[src/rtl/immgen_pkg.sv]
// immgen_pkg: shared definitions for the immediate/target generator.
//   - RISC-V base opcodes that the decoder recognises
//   - imm_fmt_t: 3-bit immediate format code
//   - entry_t: one decoded result {immediate, target, imm_fmt, illegal}.
//     The data fields are sized for the widest legal XLEN (64). Narrower
//     builds use only the low XLEN bits.
package immgen_pkg;

    localparam int XLEN_MAX = 64;

    localparam logic [6:0] OP_LOAD      = 7'b0000011;
    localparam logic [6:0] OP_OP_IMM    = 7'b0010011;
    localparam logic [6:0] OP_AUIPC     = 7'b0010111;
    localparam logic [6:0] OP_OP_IMM_32 = 7'b0011011;
    localparam logic [6:0] OP_STORE     = 7'b0100011;
    localparam logic [6:0] OP_LUI       = 7'b0110111;
    localparam logic [6:0] OP_BRANCH    = 7'b1100011;
    localparam logic [6:0] OP_JALR      = 7'b1100111;
    localparam logic [6:0] OP_JAL       = 7'b1101111;
    localparam logic [6:0] OP_SYSTEM    = 7'b1110011;

    typedef enum logic [2:0] {
        FMT_NONE  = 3'd0,
        FMT_I     = 3'd1,
        FMT_S     = 3'd2,
        FMT_B     = 3'd3,
        FMT_U     = 3'd4,
        FMT_J     = 3'd5,
        FMT_SHAMT = 3'd6,
        FMT_CSR   = 3'd7
    } imm_fmt_t;

    typedef struct packed {
        logic [XLEN_MAX-1:0] immediate;
        logic [XLEN_MAX-1:0] target;
        imm_fmt_t            imm_fmt;
        logic                illegal;
    } entry_t;

endpackage

[src/rtl/immgen_pipe_decode.sv]
// imm_decode: purely combinational immediate decoder.
//   instruction [31:0]   in   raw instruction word
//   immediate [XLEN-1:0] out  sign-/zero-extended immediate (0 if no format)
//   imm_fmt [2:0]        out  format code (imm_fmt_t)
//   illegal              out  unrecognised encoding; driven only when
//                             IMMGEN_ILLEGAL_EN is defined, otherwise 0
// Parameter XLEN: 32 or 64. OP-IMM-32 is only recognised when XLEN=64.
module imm_decode
    import immgen_pkg::*;
#(
    parameter int XLEN = 32
) (
    input  logic [31:0]     instruction,
    output logic [XLEN-1:0] immediate,
    output logic [2:0]      imm_fmt,
    output logic            illegal
);

    logic [31:0] i;
    logic [2:0]  funct3;
    imm_fmt_t    fmt;

    assign i      = instruction;
    assign funct3 = instruction[14:12];

    always_comb begin
        immediate = '0;
        fmt       = FMT_NONE;
        case (i[6:0])
            OP_BRANCH: begin
                immediate = XLEN'($signed({i[31], i[7], i[30:25], i[11:8], 1'b0}));
                fmt       = FMT_B;
            end
            OP_JAL: begin
                immediate = XLEN'($signed({i[31], i[19:12], i[20], i[30:21], 1'b0}));
                fmt       = FMT_J;
            end
            OP_LUI, OP_AUIPC: begin
                immediate = XLEN'($signed({i[31:12], 12'h000}));
                fmt       = FMT_U;
            end
            OP_LOAD, OP_JALR: begin
                immediate = XLEN'($signed(i[31:20]));
                fmt       = FMT_I;
            end
            OP_OP_IMM: begin
                // funct3 001/101 are SLLI/SRLI/SRAI; shamt grows to 6 bits on RV64
                if (funct3[1:0] == 2'b01) begin
                    if (XLEN == 64) immediate = XLEN'(i[25:20]);
                    else            immediate = XLEN'(i[24:20]);
                    fmt = FMT_SHAMT;
                end else begin
                    immediate = XLEN'($signed(i[31:20]));
                    fmt       = FMT_I;
                end
            end
            OP_OP_IMM_32: begin
                if (XLEN == 64) begin
                    if (funct3[1:0] == 2'b01) begin
                        immediate = XLEN'(i[24:20]);
                        fmt       = FMT_SHAMT;
                    end else begin
                        immediate = XLEN'($signed(i[31:20]));
                        fmt       = FMT_I;
                    end
                end
            end
            OP_SYSTEM: begin
                immediate = XLEN'(i[31:20]);
                fmt       = FMT_CSR;
            end
            OP_STORE: begin
                immediate = XLEN'($signed({i[31:25], i[11:7]}));
                fmt       = FMT_S;
            end
            default: ;
        endcase
    end

    assign imm_fmt = fmt;

`ifdef IMMGEN_ILLEGAL_EN
    assign illegal = (i[1:0] != 2'b11) || (fmt == FMT_NONE);
`else
    assign illegal = 1'b0;
`endif

endmodule

[src/rtl/immgen_pipe.sv]
// immgen_pipe: decode-stage immediate and PC-relative target generator with
// an elastic output buffer (circular, BUF_DEPTH entries).
//   clk                   in   clock, rising edge
//   rst                   in   synchronous active-high reset
//   flush                 in   drop all buffered entries (push that cycle dropped)
//   in_valid / in_ready   in/out  input handshake; in_ready is registered state
//   instruction [31:0]    in   raw instruction
//   pc [XLEN-1:0]         in   instruction address
//   out_valid / out_ready out/in  output handshake
//   immediate [XLEN-1:0]  out  decoded immediate (0 when empty)
//   target [XLEN-1:0]     out  pc + immediate, modulo 2^XLEN (0 when empty)
//   imm_fmt [2:0]         out  format code (0 when empty)
//   illegal               out  unrecognised encoding (0 when empty)
// Build option: define IMMGEN_ILLEGAL_EN to decode and buffer the illegal
// flag; otherwise illegal is tied 0 and has no storage.
module immgen_pipe
    import immgen_pkg::*;
#(
    parameter int XLEN      = 32,
    parameter int BUF_DEPTH = 2
) (
    input  logic            clk,
    input  logic            rst,
    input  logic            flush,
    input  logic            in_valid,
    output logic            in_ready,
    input  logic [31:0]     instruction,
    input  logic [XLEN-1:0] pc,
    output logic            out_valid,
    input  logic            out_ready,
    output logic [XLEN-1:0] immediate,
    output logic [XLEN-1:0] target,
    output logic [2:0]      imm_fmt,
    output logic            illegal
);

    localparam int PW = (BUF_DEPTH > 1) ? $clog2(BUF_DEPTH) : 1;
    localparam int CW = $clog2(BUF_DEPTH + 1);

    logic [XLEN-1:0] dec_imm;
    logic [2:0]      dec_fmt;
    logic            dec_ill;
    logic [XLEN-1:0] dec_tgt;
    entry_t          wr_entry;
    logic            unused_entry;

    logic [PW-1:0]   wr_ptr, rd_ptr, wr_ptr_nxt, rd_ptr_nxt;
    logic [CW-1:0]   count;
    logic            push, pop;

    logic [XLEN-1:0] imm_mem [BUF_DEPTH];
    logic [XLEN-1:0] tgt_mem [BUF_DEPTH];
    logic [2:0]      fmt_mem [BUF_DEPTH];
`ifdef IMMGEN_ILLEGAL_EN
    logic            ill_mem [BUF_DEPTH];
`endif

    imm_decode #(.XLEN(XLEN)) u_decode (
        .instruction (instruction),
        .immediate   (dec_imm),
        .imm_fmt     (dec_fmt),
        .illegal     (dec_ill)
    );

    // Adder sits in the input cycle so the buffer holds the finished target.
    assign dec_tgt = pc + dec_imm;

    always_comb begin
        wr_entry           = '0;
        wr_entry.immediate = XLEN_MAX'(dec_imm);
        wr_entry.target    = XLEN_MAX'(dec_tgt);
        wr_entry.imm_fmt   = imm_fmt_t'(dec_fmt);
        wr_entry.illegal   = dec_ill;
    end

    // Upper halves (XLEN=32) and the flag (option off) are intentionally dropped.
    assign unused_entry = ^wr_entry;

    assign in_ready  = (count != CW'(BUF_DEPTH));
    assign out_valid = (count != '0);
    assign push      = in_valid && in_ready;
    assign pop       = out_valid && out_ready;

    assign wr_ptr_nxt = (wr_ptr == PW'(BUF_DEPTH - 1)) ? '0 : wr_ptr + 1'b1;
    assign rd_ptr_nxt = (rd_ptr == PW'(BUF_DEPTH - 1)) ? '0 : rd_ptr + 1'b1;

    always_ff @(posedge clk) begin
        if (rst || flush) begin
            count  <= '0;
            wr_ptr <= '0;
            rd_ptr <= '0;
        end else begin
            if (push) wr_ptr <= wr_ptr_nxt;
            if (pop)  rd_ptr <= rd_ptr_nxt;
            case ({push, pop})
                2'b10:   count <= count + 1'b1;
                2'b01:   count <= count - 1'b1;
                default: ;
            endcase
        end
    end

    // A write during flush/rst lands in a slot that is immediately abandoned.
    always_ff @(posedge clk) begin
        if (push) begin
            imm_mem[wr_ptr] <= wr_entry.immediate[XLEN-1:0];
            tgt_mem[wr_ptr] <= wr_entry.target[XLEN-1:0];
            fmt_mem[wr_ptr] <= wr_entry.imm_fmt;
`ifdef IMMGEN_ILLEGAL_EN
            ill_mem[wr_ptr] <= wr_entry.illegal;
`endif
        end
    end

    always_comb begin
        immediate = '0;
        target    = '0;
        imm_fmt   = '0;
        illegal   = 1'b0;
        if (out_valid) begin
            immediate = imm_mem[rd_ptr];
            target    = tgt_mem[rd_ptr];
            imm_fmt   = fmt_mem[rd_ptr];
`ifdef IMMGEN_ILLEGAL_EN
            illegal   = ill_mem[rd_ptr];
`endif
        end
    end

endmodule

[config.mk]
export PLATFORM = sky130hd
export DESIGN_NAME = immgen_pipe
export DESIGN_NICKNAME = d
export VERILOG_FILES = /design/src/rtl/immgen_pkg.sv /design/src/rtl/immgen_pipe_decode.sv /design/src/rtl/immgen_pipe.sv
export SDC_FILE = /design/constraint.sdc
export NUM_CORES = 1
export LEC_CHECK = 0
export ABC_AREA = 1
export CORE_MARGIN = 2
export CORE_UTILIZATION = 35
export DETAILED_ROUTE_END_ITERATION = 7
export PLACE_DENSITY = 0.54
export SLEW_MARGIN = 10
export SYNTH_ARGS = -nofsm -noshare
export SYNTH_HDL_FRONTEND = slang
export SYNTH_SLANG_ARGS = --single-unit
[constraint.sdc]
create_clock -name clk -period 4.75 [get_ports clk]
set_input_delay 0.95 -clock clk [delete_from_list [all_inputs] [get_ports clk]]
set_output_delay 0.95 -clock clk [all_outputs]
set_load 0.02 [all_outputs]
=== Word-level counts from Yosys, hierarchy flattened ===
Memories as Yosys holds them, arrays and structs flattened. A register that Yosys moved wholly into a read port is not among the register bits.
Cells that the tools add are included.

* RAM bits: 134
* Logic and storage cells: 49
* Output and inout port bits: 70
* Memories: 3
* Bits in registers: 4
* Bits of input ports: 69

{| class="wikitable"
|+ Memories
! name !! depth !! width !! read ports !! clocked after memory_dff !! wr ports !! RTL line !! text
|-
| imm_mem || 2 || 32 || 1 || 1 || 1 || immgen_pipe.sv:51 || <nowiki>logic [XLEN-1:0] imm_mem [BUF_DEPTH];</nowiki>
|-
| tgt_mem || 2 || 32 || 1 || 1 || 1 || immgen_pipe.sv:52 || <nowiki>logic [XLEN-1:0] tgt_mem [BUF_DEPTH];</nowiki>
|-
| fmt_mem || 2 || 3 || 1 || 1 || 1 || immgen_pipe.sv:53 || <nowiki>logic [2:0] fmt_mem [BUF_DEPTH];</nowiki>
|}

* Multiplexer cells: 18
* Add/subtract/negate cells: 5
* Equality and inequality tests: 13
* Reduce and logical (&&, ||, !) cells: 7

{| class="wikitable"
|+ Operator list
! kind !! count
|-
| $pmux W32 S7 || 1
|-
| $mux W32 || 3
|-
| $add A32 B32 Y32 || 1
|-
| $eq A7 B7 Y1 const B || 4
|-
| $pmux W3 S7 || 1
|-
| $eq A7 B5 Y1 const B || 2
|-
| $eq A7 B6 Y1 const B || 2
|-
| $mux W1 || 10
|-
| $eq A7 B2 Y1 const B || 1
|-
| $mux W3 || 2
|-
| $eq A2 B1 Y1 const B || 2
|-
| $pmux W2 S2 || 1
|-
| $reduce_bool A2 Y1 || 2
|-
| $reduce_or A2 Y1 || 2
|-
| $add A1 B1 Y1 const B || 2
|-
| $add A2 B1 Y2 const B || 1
|-
| $eq A2 B2 Y1 const B || 1
|-
| $logic_and A1 B1 Y1 || 2
|-
| $ne A2 B2 Y1 const B || 1
|-
| $sub A2 B1 Y2 const B || 1
|-
| $logic_or A1 B1 Y1 || 1
|}

=== Longest topological paths before layout ===
Gate-level depths: netlist (run 1).

* Depth after elaboration: 4
* Gate-level depth with buffers: 22
* Mapped depth without buffers: 22

=== Hierarchy ===
A second synthesis (run 1) with hierarchy kept.

* Cells, all modules: 1108
* Area, all modules: 8642.0 µm²

{| class="wikitable"
|+ By module, submodules not included
! module !! times used !! cells each !! sequential area each (µm²) !! area each (µm²)
|-
| immgen_pipe || 1 || 881 || 4124.0 || 7591.0
|-
| imm_decode || 1 || 227 || 0.0 || 1051.0
|}

=== Worst setup path after synthesis (run 1) ===
Ideal clock, no wire load.

* Kind: input to register
* Start: in in_valid
* End: mem fmt_mem[0][0] (enable)
* Stages: 2
* Required time: 4.257 ns
* Setup time: 0.493 ns
* Slack: 0.388 ns
* Buffers on the path: 0
* Arrival: 3.869 ns
* Cell sequence: nand2_1 nor2_1

* Longest elaborated chain between the ends: 3

{| class="wikitable"
|+ Ends and longest elaborated chain
! what !! RTL line !! text
|-
| from (decl) || immgen_pipe.sv:25 || <nowiki>input logic in_valid,</nowiki>
|-
| $logic_and A1 B1 Y1 || immgen_pipe.sv:81 || <nowiki>assign push = in_valid && in_ready;</nowiki>
|-
| $mux W1 || immgen_pipe.sv:105 || <nowiki>if (push) begin</nowiki>
|-
| $mux W1 (not written as such) || immgen_pipe.sv:108 || <nowiki>fmt_mem[wr_ptr] <= wr_entry.imm_fmt;</nowiki>
|-
| to (decl) || immgen_pipe.sv:53 ||
|}

No other way between the ends.

=== Final worst setup path (run 1) ===
* Start: in instruction[3]
* End: mem tgt_mem[1][20] (data pin)

* Longest elaborated chain between the ends: 4
* Elaborated cells on any way between the ends: 13
* Those cells by class: add/sub: 1; eq/ne: 9; mux: 1; reduce/logical: 2

{| class="wikitable"
|+ Ends and longest elaborated chain
! what !! RTL line !! text
|-
| from (decl) || immgen_pipe.sv:27 || <nowiki>input logic [31:0] instruction,</nowiki>
|-
| $eq A7 B2 Y1 (tied with other cells) || immgen_pipe_decode.sv:29 || <nowiki>case (i[6:0])</nowiki>
|-
| $reduce_or A2 Y1 || immgen_pipe_decode.sv:29 ||
|-
| $pmux W32 S7 * || immgen_pipe_decode.sv:29 ||
|-
| via dec_imm[0] || immgen_pipe.sv:40 || <nowiki>logic [XLEN-1:0] dec_imm;</nowiki>
|-
| $add A32 B32 Y32 * || immgen_pipe.sv:66 || <nowiki>assign dec_tgt = pc + dec_imm;</nowiki>
|-
| via dec_tgt[20] || immgen_pipe.sv:43 || <nowiki>logic [XLEN-1:0] dec_tgt;</nowiki>
|-
| to (decl) || immgen_pipe.sv:52 ||
|}

The timed path passes the listed nets; every way through them passes the cells marked *.

==> results, run 1 <==
- The run finished with clean final reports.
- The detailed-route via count is ~7.0k.
- The maximum ir drop on the vdd rail is 206 uV.
- In the final layout, the share of cells above drive strength 1 is 7.73%.
- Based on the critical path, the design can be clocked at up to 0.240 GHz.
- Buffers added to address setup during post-CTS repair amount to 0.
- The actual transition at the worst max-transition pin is roughly 0.8 ns.
- For the worst flop-to-flop path, the logic depth is 10.
- The buffer depth of the longest clock path is 2.
- At the end of routability-driven placement, the weighted congestion stood at 0.958.
- The number of antenna violations at the first check in global routing is 0.
- CTS built an H-tree with a depth of 4.
- Measured against its own limit, the worst slew margin works out to 47.0%.
- The final-report max-slew violation count was 0.
- Synthesis instantiated 37 different standard cells from the library.
- The worst setup path is captured at a register.
- The reported max-cap violation count is 0.
- For this run, the number of Yosys warnings is 0.
- The library cell occupying the most area in the post-synthesis netlist is sky130_fd_sc_hd__edfxtp_1.
- The number of nets in the synthesized netlist is 1098.
- The post-route worst setup slack is ~0.58 ns.
- In this run the core area contains 56 standard-cell rows.
- The clock period could shrink to 4.17 ns.
- The final setup TNS is 0 ns.
- The kind of critical path is primary input to register.
- The prevailing post-synth register cell is sky130_fd_sc_hd__edfxtp_1.
- The clock tree from TritonCTS is built.
- Measured along the y axis, the die boundary spans 157 um.
- Summing all flip-flop and latch instances after layout gives between 0.004 and 0.005 mm^2.
- The first TritonRoute pass finished after 6 iterations.
- The number of nets at the end of the flow is 1241.
- The floorplan die area is 0.0248 mm^2.
- The first global-routing pass estimated 37.1 mm of wire.
- Summed over its instances, the top area cell type makes up about half of the synthesized netlist area.
- The aggregate routed wire length is 24.5 mm.
- The overall routing resource usage is between 20 and 25%.
- After detailed routing, the number of vias per cell comes to roughly 4.8.
- The synthesized design contains 134 enable-type register cells.
- The count of state elements after synthesis is 139.
- The multi-input combinational cells in the finished layout cover a total of 0.00357 mm^2.
- The worst hold path class is register to register.
- Summed over all cells, the static leakage comes to 4.54 nW.
- After clock tree synthesis, the repair step resized 0 gates.
- After technology mapping, the gate count stands at 996.
- The number of ports placed on the die boundary is 139.
- The via count of the first global-routing pass is 6591.
- The half-perimeter wire length after placement is 18.4 mm.
- The number of sinks driven by the clock tree is 139.
- The total inserted antenna cells is 0.
- The count of antenna-violating nets left after detailed routing is 0.
- By count the netlist is led by sky130_fd_sc_hd__nand2_1, sky130_fd_sc_hd__edfxtp_1, sky130_fd_sc_hd__a21oi_1.
- The floorplan step set the die width to 157 um.
- The number of hold violations in the final report was 0.
- The floorplan step defined a core boundary enclosing 0.0233 mm^2.
- In this run the clock root is driven by a sky130_fd_sc_hd__clkbuf_16.
- At the worst endpoint, the required time is ~5 ns.
- For this configuration, the core starts out at a cell density of 35.4%.
- The arrival time of data at the critical path endpoint is 4.35 ns.
- Port buffering added 137 buffers.
- The residual DRC count is 0.
- The area added between synthesis and finish is 28.2%.
- Yosys attributes the largest share of cell area to sky130_fd_sc_hd__edfxtp_1, sky130_fd_sc_hd__nand2_1, sky130_fd_sc_hd__a21oi_1.
- The number of buffers inserted for hold repair after clock tree synthesis is 0.
- The cell with the most instances after synthesis is sky130_fd_sc_hd__nand2_1.
- The filler cells instantiated in the layout total between 2k and 2.5k.
- In this run, the number of DRC markers left after iteration 0 of detailed routing was 474.
- The clock transition time at the flip-flop clock pins of the worst setup and hold paths is 0.06 ns.
- The remaining global-route overflow is 0.
- The power density relative to cell area is between 200 and 300 mW/mm^2.
- The number of placed instances, taps included is 1439.
- Setup repair after global routing left no endpoint under its margin.
- Counting the buffers created by CTS gives 17.
- The worst setup slack before clock tree synthesis is 0.155 ns.
- The number of standard cells in the layout, taps in and fillers out is 1471.
- STA classifies the critical path startpoint as a primary input.
- The final cycle utilization of the critical path is 87.9%.
- The clock latency reported for the late side of the worst-skew pair is ~0.43 ns.
- Setup violations remaining at the end of the flow were counted as 0.
- The maximum number of pins on one net before global-route repair is 68.
- On the final layout, the worst clock skew is 0.0118 ns.
- For this run, asynchronously set or reset flops after synthesis account for 0%.
- For this run, the register share of the synthesized area comes to between 50% and 60%.
- The hold path depth is 1.
- A synthesized cell averages 8.26 um^2.
- After detailed routing, the average wire length per cell comes to 16.7 um.
- The highest fanout seen on the critical path is 4.
- Summing every instance area after synthesis gives 0.00823 mm^2.
[layer usage]
layer / share of wire [%] / track usage [%] / wire [um] / vias up
met2: 47 / 33.4 / 11600 / 189
met3: 4.1 / 2.86 / 1010 / 38
met5: 0 / 0 / 0 / -
met1: 46 / 27.1 / 11200 / 3224
met4: 2.6 / 7.32 / 639 / 0
li1: - / - / - / 3573
[logic make-up after synthesis]
logic type,synth area share [%]
xor+xnor,1.70
flops,50.1
other cells,0.0456
compound gates,9.84
fa+ha+maj,5.11
buf+inv,6.83
simple gates,26.4
[worst paths after layout]
kind                                startpoint  slack [ns]        endpoint
worst min-delay path                    rd_ptr        0.45        register
worst min register to register          rd_ptr        0.45        register
worst max register to register        count[1]        2.37        count[1]
worst max-delay path            instruction[3]        0.58  tgt_mem[1][20]
[per-stage QoR]
stage | hold WS, ns | util, % | power (mW) | instance area [um^2]
global route | 0.480 | 45.4 | 3.28 | 10600
global placement | 0.425 | 43.0 | 1.93 | 10000
detailed placement | 0.435 | 43.0 | 1.93 | 10000
CTS | 0.445 | 45.4 | 3.19 | 10600
floorplan | 0.425 | - | 1.71 | 8230
finish | 0.449 | 45.4 | 3.16 | 10600
[power breakdown]
| part | internal, mW | total (mW) | switching, mW | leakage, nW |
|---|---|---|---|---|
| sequential | 1.42 | 1.44 | 0.0152 | 1.26 |
| combinational | 0.182 | 0.467 | 0.285 | 3.02 |
| clock | 0.721 | 1.26 | 0.534 | 0.264 |
[worst max-delay path, cell delays in order]
cell                              delay [ns]
sky130_fd_sc_hd__clkdlybuf4s50_1        0.48
sky130_fd_sc_hd__nor2_2                 0.17
sky130_fd_sc_hd__nand2_2                0.10
sky130_fd_sc_hd__inv_2                  0.10
sky130_fd_sc_hd__nand4_2                0.11
sky130_fd_sc_hd__inv_2                  0.10
sky130_fd_sc_hd__nor2_2                 0.04
sky130_fd_sc_hd__o21ai_0                0.47
sky130_fd_sc_hd__ha_1                   0.39
sky130_fd_sc_hd__inv_1                  0.08
sky130_fd_sc_hd__fa_1                   0.44
sky130_fd_sc_hd__o21bai_1               0.35
sky130_fd_sc_hd__nand2_1                0.11
sky130_fd_sc_hd__nand3b_1               0.21
sky130_fd_sc_hd__nand2_1                0.11
sky130_fd_sc_hd__nand3_1                0.08
sky130_fd_sc_hd__nand2_1                0.08
[placed cells by master, fill, tap and decap left out, types with 12 or more instances in the layout]
master	synthesis	final
sky130_fd_sc_hd__clkbuf_16	0	17
sky130_fd_sc_hd__xor2_1	15	15
sky130_fd_sc_hd__buf_4	2	12
sky130_fd_sc_hd__clkdlybuf4s50_1	0	137
sky130_fd_sc_hd__nand2_2	15	15
sky130_fd_sc_hd__inv_1	110	109
sky130_fd_sc_hd__ha_1	32	32
sky130_fd_sc_hd__nor2_1	54	51
sky130_fd_sc_hd__edfxtp_1	134	134
sky130_fd_sc_hd__o21ai_0	15	15
sky130_fd_sc_hd__a21oi_1	117	117
sky130_fd_sc_hd__nand3_1	39	39
sky130_fd_sc_hd__nand2_1	366	366
[registers in the layout, summed over array words and instances (netlist names), named ones only]
name / flops
count: 2
fmt_mem: 6
imm_mem: 64
rd_ptr: 1
tgt_mem: 64
wr_ptr: 1
[cell type report]
class | count | share of cell area [%]
tap | 319 | 3.78
sequential | 139 | 39.1
clock buffer | 19 | 4.10
clock inverter | 13 | 1.10
timing repair buffer | 150 | 14.0
multi-input combinational | 716 | 33.8
inverter | 115 | 4.09
Note: power is estimated with default switching activity, not from simulation.
==> inputs of run 2 (changes only) <==
Settings changed: CAP_MARGIN from default to 15, PLACE_DENSITY 0.54 to 0.68.
==> run 2 against run 1 <==
Against the previous run:
- final cell count down 0.27%
- core utilization fell by 0.25 points
- clock skew shrank 0.0072 ns
- maximum frequency grew 2.0%
- count of clock-buffer cells in the layout increased by 5
- combinational power hardly changed
- global-route usage fell by 0.32 points
- sequential share of layout area grew 0.21 points
- critical path type unchanged
- critical endpoint unchanged
- highest routed layer unchanged
==> results, run 2 (same netlist as run 1, synthesis figures left out) <==
- The flow ran to the end, and the final reports show no timing, DRC or antenna violations.
- Leaving out fill and tap cells, the most frequent cell in the layout is sky130_fd_sc_hd__nand2_1.
- The largest registers in the layout are imm_mem: 64 flops, tgt_mem: 64 flops, fmt_mem: 6 flops.
- The first-pass GRT wire length is 37.2 mm (+0.22%).
- The detailed-route via count is 7114 (+1.3%).
- The quantity of gates resized following cts is 0 (unchanged).
- The number of hold violations in the final report is 0 (unchanged).
- The placed cell area was 0.00997 mm^2 (-0.30%).
- The via count of the first global-routing pass is 6885 (+4.5%).
- The number of setup buffers added after CTS was 0 (unchanged).
- The final design area excluding fillers came to 0.0105 mm^2 (-0.55%).
- The top achievable clock speed is 0.244 GHz (+2.0%).
- The fraction of layout instances using a drive strength above 1 is 7.06% (-0.67 points).
- The die height came to 157 um (unchanged).
- The final worst clock skew is 0.00452 ns (-0.00725 ns).
- The floorplan die area was 0.0248 mm^2 (unchanged).
- The final-report max-slew violation count is 0 (unchanged).
- The total of buffers placed on input and output ports is 137 (unchanged).
- The number of sinks driven by the clock tree is 139 (unchanged).
- The number of filler cells placed in the layout is 2282 (-1.6%).
- The remaining global-route overflow is 0 (unchanged).
- The per-cell via count in the routed design is 4.85 (+1.6%).
- The worst setup path is launched from a primary input.
- The number of design-rule violations left by the first detailed-router iteration was 519 (+9.5%).
- The total power consumption of the routed design is 3.10 mW (-1.9%).
- The count of antenna-violating nets left after detailed routing is 0 (unchanged).
- The worst relative slew slack is 34.0% (-13 points).
- The wire length per cell after detailed routing is 16.5 um (-1.0%).
- The clock period minus worst slack is 4.09 ns (-0.0825 ns).
- The worst register-to-register path ends at tgt_mem[0][20].
- The design internal power is 2.30 mW (-1.2%).
- The worst path buffer plus inverter count is 4 (unchanged).
- The residual DRC count was 0 (unchanged).
- The first-pass iteration count of the detailed router is 5 (-1).
- The number of buffers inserted for hold repair after clock tree synthesis was 0 (unchanged).
- The setup-violating endpoint count in the final report is 0 (unchanged).
- TritonCTS built the clock tree.
- The min-delay analysis places its worst path in the category register to register.
- The maximum ir drop on the vdd rail is 191 uV (-7.3%).
- The highest fanout seen on the critical path came to 10 (+6).
- The start of the worst register-to-register path is count[0].
- The cell family contributing the most delay on the critical path is simple AND/OR/NAND/NOR gates.
- The number of ports placed on the die boundary is 139 (unchanged).
- The data required time of the critical path is 4.91 ns (about the same).
- The post-route worst setup slack is 0.658 ns (+0.0825 ns).
- The aggregate routed wire length is 24.2 mm (-1.3%).
- The kind of critical path is primary input to register.
- The sort of element at the end of the critical path is a register.
- The power share of the combinational group is 15.0% (+0.2 points).
- The longest individual stage delay on the worst path was 0.48 ns (about the same).
- The depth of the most critical reg-to-reg path was 5 (-5).
- The sequential cell fraction of total power is 46.4% (+0.9 points).
- The clock transition time at the flip-flop clock pins of the worst setup and hold paths is 0.06 ns (about the same).
- The overall routing resource usage was 19.9% (-0.32 points).
- The maximum number of pins on one net before global-route repair is 69 (+1.5%).
- The chip width is 157 um (unchanged).
- The static power due to leakage was 4.51 nW (-0.68%).
- The hold path depth is 1 (unchanged).
- The buffer depth of the longest clock path was 2 (unchanged).
- The hold slack was 0.449 ns (+0.0000150 ns).
- Setup repair after global routing left no endpoint under its margin.
- The switching power is 0.801 mW (-4.0%).
- The number of placed instances, taps included is 1435 (-0.28%).
- The maximum level of the CTS H-tree is 4 (unchanged).
- The area added between synthesis and finish is 27.5%.
- The reported max-cap violation count was 0 (unchanged).
- The detailed route wirelength on metal2 is 11.9 mm (+2.4%).
- The actual transition at the worst max-transition pin is 0.990 ns (+0.198 ns).
- The switching part of the total power came to 25.9% (-0.55 points).
- The slack of the worst reg-to-reg path is 2.68 ns (+0.31 ns).
- The met1 routed wirelength after detailed routing came to 10.4 mm (-7.2%).
- The final setup TNS came to 0 ns (unchanged).
- The power density relative to cell area is 295 mW/mm^2 (-1.4%).
- The number of standard cells in the layout, taps in and fillers out is 1467 (-0.27%).
- The final cycle utilization of the critical path is 86.1% (-1.7 points).
- The most numerous cell type found on the critical path is sky130_fd_sc_hd__nand2_1.
- The number of nets at the end of the flow is 1237 (-0.32%).
- The master cell of the clock root buffer is sky130_fd_sc_hd__clkbuf_16.
- The number of clock buffers inserted by TritonCTS came to 17 (unchanged).
- The clock latency reported for the late side of the worst-skew pair is 0.42 ns (about the same).
- The clock group share of total power is 38.5% (-1.2 points).
- The cell with the biggest individual delay on the critical path is sky130_fd_sc_hd__clkdlybuf4s50_1.
- The worst setup slack before clock tree synthesis is 0.279 ns (+0.125 ns).
- The total inserted antenna cells came to 0 (unchanged).
- The initial cell density of the core was 35.4% (unchanged).
- The number of antenna violations at the first check in global routing is 0 (unchanged).
- The floorplan row count is 56 (unchanged).
- The uppermost metal layer occupied by signal nets is met4.
- The met3 wire length came to 1.27 mm (+26%).
- The top cell types in the final layout, fill and taps aside, are sky130_fd_sc_hd__nand2_1, sky130_fd_sc_hd__clkdlybuf4s50_1, sky130_fd_sc_hd__edfxtp_1.
- The startpoint of the most critical hold path is rd_ptr.
- The final core area utilization is 45.1% (-0.25 points).
- Traced cell by cell, the critical path runs through clkdlybuf4s50_1 -> nor2_2 -> nand2_2 -> inv_2 -> nand4_2 -> inv_2 -> nor2_2 -> o21ai_0 -> ha_1 -> inv_1 -> fa_1 -> o21bai_1 -> nand2_1 -> nand3b_1 -> nand2_1 -> nand3_1 -> nand2_1.
- The placer congestion estimate is 0.960 (+0.20%).
- The half-perimeter wire length after placement was 17.6 mm (-4.1%).
- The arrival time of data at the critical path endpoint was 4.25 ns (-0.10 ns).
- The floorplan core area is 0.0233 mm^2 (unchanged).
## run 2: cell types whose count changed in the layout (fill, tap and decap cells not counted)
cell | before | now
sky130_fd_sc_hd__buf_4 | 12 | 8
sky130_fd_sc_hd__bufinv_16 | 1 | 0
sky130_fd_sc_hd__clkbuf_1 | 2 | 6
sky130_fd_sc_hd__clkbuf_16 | 17 | 18
sky130_fd_sc_hd__clkinv_2 | 4 | 5
sky130_fd_sc_hd__clkinv_4 | 2 | 1
sky130_fd_sc_hd__clkinvlp_4 | 3 | 2
sky130_fd_sc_hd__inv_6 | 3 | 0
## run 2: worst max-delay path by stage
stage | startpoint | to | slack, ns | cells past startpoint
4_1_cts | instruction[3] | tgt_mem[1][20] | 0.72 | 17
3_3_place_gp | instruction[3] | tgt_mem[0][28] | 0.41 | 17
5_1_grt | instruction[3] | tgt_mem[1][28] | 0.35 | 17
2_1_floorplan | in_valid | fmt_mem[0][0] | 0.39 | 2
3_5_place_dp | instruction[3] | tgt_mem[0][28] | 0.28 | 17
6_report | instruction[3] | tgt_mem[1][20] | 0.66 | 17
## run 2: routing by layer
layer | track usage (%) | vias up
met1 | 25.7 | 3311
met2 | 33.9 | 223
met3 | 3.17 | 33
met4 | 7.01 | 0
met5 | 0 | -
li1 | - | 3547
## run 2: cell type report
type / instances / area [um^2] / share of cell area [%]
multi-input cells: 716 / 3570 / 34.0
well taps: 319 / 399 / 3.80
clock buffers: 24 / 473 / 4.51
repair buffers: 146 / 1450 / 13.8
flip-flops and latches: 139 / 4130 / 39.3
clock inverters: 8 / 48.8 / 0.465
inverters: 115 / 432 / 4.11
## run 2: power by group through the flow
stage | combinational (mW) | clock [mW] | sequential (mW)
final | 0.466 | 1.19 | 1.44
after global routing | 0.509 | 1.26 | 1.44
after CTS | 0.469 | 1.21 | 1.44
after detailed placement | 0.466 | 0 | 1.46
after global placement | 0.461 | 0 | 1.46
after floorplan | 0.250 | 0 | 1.46
## run 2: worst register-to-register path, delay by kind of cell (launching register included)
family                 cells  cell delay [ns]
and+or+nand+nor            3             0.39
DFF                        1             0.41
buffers and inverters      2             0.83
